==> src/rtl/falafel_fifo_reader.sv <==
// falafel_fifo_reader: pops a show-ahead FIFO into a two-slot valid/ready buffer; FALAFEL_FIFO_READER_STATS_EN adds the pop counter
module falafel_fifo_reader #(
  parameter int DATA_W = 16,
  parameter int CNT_W  = 32
) (
  input  logic              clk_i,
  input  logic              rst_i,
  input  logic              enable_i,
  input  logic              flush_i,
  input  logic              fifo_empty_i,
  input  logic [DATA_W-1:0] fifo_dout_i,
  output logic              fifo_read_o,
  output logic              out_valid_o,
  input  logic              out_ready_i,
  output logic [DATA_W-1:0] out_data_o,
  output logic [CNT_W-1:0]  pop_cnt_o
);
  logic [1:0]        cnt;
  logic [DATA_W-1:0] slot0, slot1;
  logic              pop;
  assign fifo_read_o = enable_i && !fifo_empty_i && cnt != 2'd2 && !flush_i && !rst_i;
  assign out_valid_o = cnt != 2'd0;
  assign out_data_o  = slot0;
  assign pop         = out_valid_o && out_ready_i;
  always_ff @(posedge clk_i)
    if (rst_i) begin
      cnt   <= 2'd0;
      slot0 <= '0;
      slot1 <= '0;
    end else begin
      cnt <= flush_i ? 2'd0 : cnt + {1'b0, fifo_read_o} - {1'b0, pop};
      if (fifo_read_o && (cnt == 2'd0 || (cnt == 2'd1 && pop)))
        slot0 <= fifo_dout_i;
      else if (cnt == 2'd2 && pop)
        slot0 <= slot1;
      if (fifo_read_o && cnt == 2'd1 && !pop)
        slot1 <= fifo_dout_i;
    end
`ifdef FALAFEL_FIFO_READER_STATS_EN
  always_ff @(posedge clk_i)
    if (rst_i) pop_cnt_o <= '0;
    else if (fifo_read_o) pop_cnt_o <= pop_cnt_o + 1'b1;
`else
  assign pop_cnt_o = '0;
`endif
endmodule

==> config.mk <==
export PLATFORM = sky130hd
export DESIGN_NAME = falafel_fifo_reader
export DESIGN_NICKNAME = d
export VERILOG_FILES = /design/src/rtl/falafel_fifo_reader.sv
export SDC_FILE = /design/constraint.sdc
export NUM_CORES = 1
export LEC_CHECK = 0
export ABC_AREA = 1
export BUFFER_PORTS_ARGS = -buffer_cell sky130_fd_sc_hd__buf_4
export CAP_MARGIN = 20
export CORE_AREA = 2 2 62 64
export CTS_BUF_LIST = sky130_fd_sc_hd__clkbuf_4 sky130_fd_sc_hd__clkbuf_8
export DETAILED_ROUTE_END_ITERATION = 7
export DIE_AREA = 0 0 64 66
export PLACE_DENSITY = 0.84
export SYNTH_ARGS = -nofsm -noshare
export SYNTH_HDL_FRONTEND = slang
export SYNTH_SLANG_ARGS = --single-unit
==> constraint.sdc <==
create_clock -name clk_i -period 2.8 [get_ports clk_i]
set_clock_uncertainty 0.2 [all_clocks]
set_input_delay 0.42 -clock clk_i [delete_from_list [all_inputs] [get_ports clk_i]]
set_output_delay 0.42 -clock clk_i [all_outputs]
set_load 0.03 [all_outputs]
==> results.yml, run 1 <==
placement:
  portBuffers: 39
  postPlaceCellArea_sq_mm: 0.00198
  dpl.cell_count: 340
  place.gp.congestion: 0.781
  dpl_worst_slack_ps: 563
  dp_hpwl_mm: 2.68
synth:
  ys_ff_latch: 34
  synth_area_leaders: "dfxtp_1 (37%), buf_4 (14%), nand2_1 (11%)"
  ys_async_sr_fraction_pct: 0
  synth-main-ff-cell: "dfxtp_1"
  synth_top_area_share_pct: 37.1
  netlist_instances: 266
  synthTopCellsByCount: "nand2_1 (55), dfxtp_1 (34), buf_4 (33), nand3_1 (33), nor2_1 (33)"
  yosysSeqAreaShare_pct: 37.1
  synth_cell_types: 21
  yosysMostFrequentCell: "nand2_1"
  syn_area_sq_mm: 0.00183
  yosys_warnings: 0
  synth.largest_area_cell: "dfxtp_1"
  synth-edff-count: 0
  avgSynthCellArea_sq_um: 6.89
critical_path:
  crit_arrival_ps: 1480
  r2r_start: "cnt[0]"
  critical_path_class: "flip-flop to primary output"
  reg2reg_to: "out_data_o[10]"
  cp_max_fo: 16
  cp-end-kind: "primary output"
  reg2reg_slack_ps: 820
  reg2reg_depth: 8
  worstPathRequired_ps: 2180
  startpoint_type: "flip-flop"
layout:
  areaGrowthSynthToFinish_pct: 12.6
  finalCoreUtilization_pct: 58.1
  antenna_cells: 0
  finalNetCount: 321
  final_area_sq_mm: 0.00206
  fillers: 340
  instances_no_fill: 347
  drive_gt1_share_pct: 19.1
timing:
  worstMarginPinSlew_ps: 561
  slew_viol_final: 0
  period_needed_ps: 2100
  rsz0062_at_grt: "false"
  final-hold-violation-count: 0
  setup_slack_ps: 704
  whs_ps: 124
  fin_crit_sh_pct: 74.9
  setup_violations: 0
  slew_headroom_pct: 62.5
  max_freq_mhz: 477
  tns_ps: 0
clock_network:
  numCtsBuffers: 5
  cts.path.max_buffers: 2
  cts_sinks: 34
  cts_max_level: 2
  cts_root_buf: "clkbuf_4"
  cts_setup_buffers: 0
  clock_latency_ps: 340
  holdBufCountCts: 0
  post_cts_resized: 0
  tritoncts: "built"
  cts.clk_slew.worst_paths_ps: 100
min_path:
  hold_path.class: "primary input to flip-flop"
  min_to: "slot1[11]"
  min_path_cells: 3
  min_from: "fifo_dout_i[11]"
floorplanning:
  row_count: 22
  initial_core_util_pct: 51.6
  die-area_sq_mm: 0.00422
  die_height_um: 66
  ioPinCount: 72
  core-area_sq_mm: 0.00355
  die_x_um: 64
power:
  ir_drop_v: 0.000306
  p_leak_nw: 1.01
  seq_power_share_pct: 48.4
  p_per_area_mw_per_mm2: 496
  p_comb_share_pct: 15.3
  p_sw_share_pct: 27.5
  switchingPower_uw: 281
  p_int_uw: 743
  power_mw: 1.02
  pwr-share-clk_pct: 36.2
detailed_routing:
  drt_iter0_markers: 68
  drt-vias-per-instance: 4.69
  wl_per_cell_um: 11.1
  routed_wl_mm: 3.85
  ant_nets: 0
  dr_total_vias: 1629
  drtPass1Iterations: 4
  drc: 0
global_routing:
  gr-usage-all-layers_pct: 19.1
  grt_pass1_vias: 1435
  grt_pass1_wl_mm: 6.29
  grt_antenna_before_repair: 0
  grt_overflow_total: 0
  grt_max_degree: 33
status:
  status: "complete, no violations"
job:
  cap_violations: 0
metal layers:
metal  part of all wire [%]  global-route usage (%)
met5                      0                       0
met4                    1.5                    6.79
met1                     42                    21.9
met2                     50                    34.5
met3                    6.7                    4.60
sequential cells by signal, summed over array words and instances (netlist names):
register	count
out_data_o	16
slot1	16
cnt	2
worst max-delay path by stage:
stage          startpoint             end  slack, ps  cells after the start
6_report           cnt[0]     fifo_read_o        700                      5
5_1_grt            cnt[0]     fifo_read_o        600                      5
4_1_cts            cnt[0]     fifo_read_o        700                      5
3_5_place_dp        rst_i  out_data_o[10]        560                      8
3_3_place_gp        rst_i  out_data_o[10]        660                      8
2_1_floorplan       rst_i     fifo_read_o       1080                      5
area by class of cell:
class	instances	area [sq um]	area share [%]
multi-input combinational	194	847	41.0
timing repair buffer	41	308	14.9
inverter	23	87.6	4.24
sequential	34	681	33.0
clock buffer	6	51.3	2.48
tap	48	60.1	2.91
clock inverter	1	30.0	1.45
placed cells by master, fill, tap and decap left out:
| cell type | netlist | layout |
|---|---|---|
| nor2_1 | 33 | 33 |
| nand3_1 | 33 | 33 |
| clkbuf_4 | 0 | 5 |
| nor2_4 | 2 | 2 |
| a21oi_1 | 17 | 17 |
| inv_1 | 20 | 20 |
| o21ai_1 | 3 | 3 |
| a21boi_1 | 1 | 1 |
| nand2_1 | 55 | 55 |
| nand3_2 | 1 | 1 |
| dfxtp_1 | 34 | 34 |
| buf_4 | 33 | 41 |
| o21ai_0 | 14 | 14 |
| conb_1 | 1 | 32 |
| nand2_2 | 2 | 2 |
| clkinv_2 | 1 | 1 |
| a21oi_2 | 1 | 1 |
| inv_2 | 2 | 2 |
| clkbuf_8 | 0 | 1 |
| bufinv_16 | 0 | 1 |
cells by family after synthesis:
kind of cell,after synthesis,synth area share (%)
other,1,0.205
AND/OR/NAND/NOR,126,29.5
flip-flops,34,37.1
buffers and inverters,69,23.0
AO/OA/AOI/OAI,36,10.2
critical path, cell delays in order (launching register included):
cell	delay (ps)
dfxtp_1	390
inv_2	60
nand2_1	50
nand2_1	80
nor2_4	320
buf_4	240
power by group through the flow:
stage / Clock (mW) / Combinational [mW] / Sequential, mW
after floorplan: 0 / 0.132 / 0.522
after global placement: 0 / 0.155 / 0.507
after detailed placement: 0 / 0.156 / 0.507
after CTS: 0.377 / 0.157 / 0.496
after global routing: 0.398 / 0.169 / 0.497
final: 0.371 / 0.157 / 0.496
(Power assumes the default switching activity.)
==> run 2, diff against run 1 <==
- CORE_AREA: 2 2 62 64 -> 2 2 67 69
- DIE_AREA: 0 0 64 66 -> 0 0 69 71
- PLACE_DENSITY: 0.84 -> 0.76
- clock period: 2.8 -> 1.8 ns (I/O delays scaled with it)
==> results.yml, run 2 (synthesis results as in run 1) <==
critical_path:
  path_cells: "inv_2 -> nand2_1 -> nand2_1 -> nor2_4 -> buf_4"
  critical_path_class: "flip-flop to primary output"
  crit_arrival_ps: 1240
  startpoint_type: "flip-flop"
  crit_slowest_cell: "dfxtp_1"
  path_common_cell: "nand2_1"
  cp_max_fo: 7
  cp-end-kind: "primary output"
  worstPathRequired_ps: 1330
  max_stage_delay_ps: 390
layout:
  finalNetCount: 325
  multiInputGateArea_sq_um: 847
  final_common_cell: "nand2_1"
  finalCoreUtilization_pct: 50.3
  antenna_cells: 0
  areaGrowthSynthToFinish_pct: 15.4
  drive_gt1_share_pct: 20.4
  register_area_sq_um: 681
  instances_no_fill: 356
  final_cell_mix: "nand2_1 (55), buf_4 (45), dfxtp_1 (34), nor2_1 (33), nand3_1 (33)"
  fillers: 432
  final_area_sq_mm: 0.00211
floorplanning:
  ioPinCount: 72
  core-area_sq_mm: 0.00420
  row_count: 24
  die-area_sq_mm: 0.00490
  initial_core_util_pct: 43.6
  die_x_um: 69
  die_height_um: 71
timing:
  tns_ps: 0
  whs_ps: 37.5
  period_needed_ps: 1710
  rsz0062_at_grt: "false"
  fin_crit_sh_pct: 94.7
  final-hold-violation-count: 0
  max_freq_mhz: 586
  setup_violations: 0
  slew_viol_final: 0
power:
  p_per_area_mw_per_mm2: 757
  ir_drop_v: 0.000369
  p_leak_nw: 1.04
placement:
  portBuffers: 39
  dp_hpwl_mm: 2.74
  postPlaceCellArea_sq_mm: 0.00202
  place.gp.congestion: 0.811
  dpl.cell_count: 348
min_path:
  hold_path.class: "primary input to flip-flop"
clock_network:
  cts_sinks: 34
  cts.path.max_buffers: 2
  cts_max_level: 2
  tritoncts: "built"
  cts_root_buf: "clkbuf_8"
  holdBufCountCts: 0
  cts.clk_slew.worst_paths_ps: 70
  numCtsBuffers: 5
  cts_setup_buffers: 0
  clock_latency_ps: 280
detailed_routing:
  dr_total_vias: 1659
  ant_nets: 0
  drt-vias-per-instance: 4.66
  drc: 0
  routed_wl_mm: 3.71
  drt_iter0_markers: 99
  drtPass1Iterations: 5
  wl_per_cell_um: 10.4
global_routing:
  grt_pass1_wl_mm: 6.39
  grt_overflow_total: 0
  grt_pass1_vias: 1424
  grt_max_degree: 33
  gr-usage-all-layers_pct: 15.5
  grt_antenna_before_repair: 0
job:
  cap_violations: 0
status:
  status: "complete, no violations"
## run 2: cell count changes in the layout (fill, tap and decap cells not counted), sizes merged
cell	change
buf	+4
bufinv	-1
clkbuf	+1
inv	+1
## run 2: through the flow
step	setup WS, ps	total power, mW
6_report	94.8	1.60
5_1_grt	15.7	1.66
4_1_cts	94.1	1.61
3_5_place_dp	112	1.04
3_3_place_gp	164	1.03
2_1_floorplan	297	1.02
## run 2: timing repair
action / CTS / global route
endpoints found under the setup margin: 0 / 2
gates resized for setup: 0 / 1
hold endpoints to repair: 0 / 0
## run 2: final timing paths
kind	startpoint	to	slack, ps	depth (start not counted)
worst min register to register	slot1[7]	slot1[7]	290	2
worst max-delay path	cnt[0]	fifo_read_o	90	5
worst min-delay path	fifo_dout_i[11]	slot1[11]	40	3
worst max register to register	cnt[0]	slot1[2]	160	8
## run 2: report_power, final
group | internal [mW] | leakage [nW] | switching, mW
clock | 0.323 | 0.0517 | 0.260
combinational | 0.0694 | 0.711 | 0.178
sequential | 0.765 | 0.275 | 0.00656
## run 2: layout make-up
| type | count | share of cell area (%) |
|---|---|---|
| Timing Repair Buffer | 45 | 16.0 |
| Tap cell | 52 | 3.08 |
| Inverter | 23 | 4.20 |
| Clock inverter | 1 | 0.237 |
| Clock buffer | 7 | 4.26 |
| Sequential cell | 34 | 32.2 |
| Multi-Input combinational cell | 194 | 40.1 |
## run 2: critical path: cells and delay by family (launching register included)
kind          cells  cell delay, ps
buf+inv           2             260
flops             1             390
simple gates      3             300
## run 2: routing by layer
| metal | GRT usage, % | routed length [um] | share of wire, % | up-vias |
|---|---|---|---|---|
| li1 | - | - | - | 847 |
| met1 | 21.7 | 1670 | 45 | 741 |
| met2 | 24.6 | 1730 | 46 | 67 |
| met3 | 3.42 | 289 | 7.8 | 4 |
| met4 | 3.92 | 31 | 0.83 | 0 |
| met5 | 0 | 0 | 0 | - |
==> run 3, diff against run 2 <==
--- a/config.mk
+++ b/config.mk
@@ -11,3 +11,4 @@
 export CORE_AREA = 2 2 67 69
-export CTS_BUF_LIST = sky130_fd_sc_hd__clkbuf_4 sky130_fd_sc_hd__clkbuf_8
+export CTS_BUF_LIST = sky130_fd_sc_hd__clkbuf_8
+export CTS_CLUSTER_DIAMETER = 150
 export DETAILED_ROUTE_END_ITERATION = 7
==> constraint.sdc (replaced) <==
create_clock -name clk_i -period 1.8 [get_ports clk_i]
set_clock_uncertainty 0.2 [all_clocks]
set_input_delay 0.09 -clock clk_i [delete_from_list [all_inputs] [get_ports clk_i]]
set_output_delay 0.09 -clock clk_i [all_outputs]
set_load 0.03 [all_outputs]
==> results.yml, run 3 (synthesis results as in run 1) <==
status:
  status: "complete, no violations"
critical_path:
  crit_arrival_ps: 1700
  startpoint_type: "primary input"
  worstPathRequired_ps: 1810
  reg2reg_depth: 9
  critical_path_class: "primary input to flip-flop"
  cp_max_fo: 32
  cp-end-kind: "flip-flop"
global_routing:
  grt_overflow_total: 0
  grt_antenna_before_repair: 0
  gr-usage-all-layers_pct: 16.7
  grt_max_degree: 33
  grt_pass1_wl_mm: 6.63
  grt_pass1_vias: 1441
placement:
  place.gp.congestion: 0.793
  portBuffers: 39
  dp_hpwl_mm: 2.73
detailed_routing:
  drc: 0
  routed_wl_mm: 3.96
  wl_per_cell_um: 10.6
  drtPass1Iterations: 4
  drt-vias-per-instance: 4.45
  drt_iter0_markers: 141
  dr_total_vias: 1666
  ant_nets: 0
timing:
  worstMarginPinSlew_ps: 565
  slew_headroom_pct: 62.2
  tns_ps: 0
  slew_viol_final: 0
  fin_crit_sh_pct: 93.8
  setup_violations: 0
  final-hold-violation-count: 0
  period_needed_ps: 1690
  max_freq_mhz: 592
power:
  p_leak_nw: 1.13
  p_per_area_mw_per_mm2: 691
  ir_drop_v: 0.000412
  power_mw: 1.58
clock_network:
  cts.path.max_buffers: 2
  cts_root_buf: "clkbuf_8"
  cts_sinks: 34
  cts_max_level: 2
  cts.clk_slew.worst_paths_ps: 70
  clock_latency_ps: 280
  tritoncts: "built"
  numCtsBuffers: 5
min_path:
  min_path_cells: 4
  hold_path.class: "primary input to flip-flop"
floorplanning:
  row_count: 24
  die_height_um: 71
  die_x_um: 69
  initial_core_util_pct: 43.6
  ioPinCount: 72
  die-area_sq_mm: 0.00490
  core-area_sq_mm: 0.00420
layout:
  final_cell_mix: "nand2_1 (55), buf_4 (45), dfxtp_1 (34), nor2_1 (33), nand3_1 (33)"
  areaGrowthSynthToFinish_pct: 25.1
  fillers: 411
  drive_gt1_share_pct: 18.9
  antenna_cells: 0
  finalNetCount: 344
  final_common_cell: "nand2_1"
job:
  cap_violations: 0
## run 3: area by class of cell
class,count,area [sq um],area share [%]
clock inverter,2,10.0,0.436
tap,52,65.1,2.84
inverter,23,88.8,3.87
multi-input combinational,194,852,37.2
sequential,34,681,29.7
clock buffer,5,68.8,3.00
timing repair buffer,64,528,23.0
## run 3: where the power goes
part           switching, mW  internal, mW
clock network          0.273         0.259
logic                  0.185        0.0954
registers            0.00626         0.765
total                  0.465          1.12
## run 3: critical path, stage by stage
cell           delay [ps]
dlygate4sd3_1         530
buf_4                 140
nor2_4                100
nand2_1                80
nor2_4                170
nand2_2                60
buf_4                 230
nand2_1                90
nand2_1                70
a21oi_1               130
## run 3: through the flow
step / hold slack (ps) / worst slack (ps) / area, sq um / instances / util [%]
floorplan: 37.8 / 310 / 1950 / 297 / -
global placement: 135 / 204 / 2010 / 347 / 47.8
detailed placement: 146 / 158 / 2010 / 347 / 47.8
CTS: 13.7 / 66.7 / 2280 / 373 / 54.2
global route: 45.9 / -0.598 / 2290 / 374 / 54.6
finish: 12.7 / 111 / 2290 / 374 / 54.6
## run 3: path summary, 6_finish.rpt
kind	slack, ps	from	endpoint
worst max-delay path	110	flush_i	out_data_o[11]
worst min-delay path	10	out_ready_i	cnt[1]
worst min register to register	280	slot1[5]	slot1[5]
worst max register to register	170	cnt[0]	out_data_o[11]
## run 3: repair_timing
| item | CTS | global route |
|---|---|---|
| hold buffers | 19 | 0 |
| setup buffers | 0 | 1 |
| endpoints found under the hold margin | 34 | 0 |
| resized for setup | 0 | 2 |
| setup endpoints to repair | 0 | 24 |
## run 3: layer usage
layer  up-vias  GRT usage (%)  routed length, um
met3         7           3.28                208
met2        52           27.0               1840
met4         0           7.19                 65
met1       727           21.7               1840
met5         -              0                  0
li1        880              -                  -
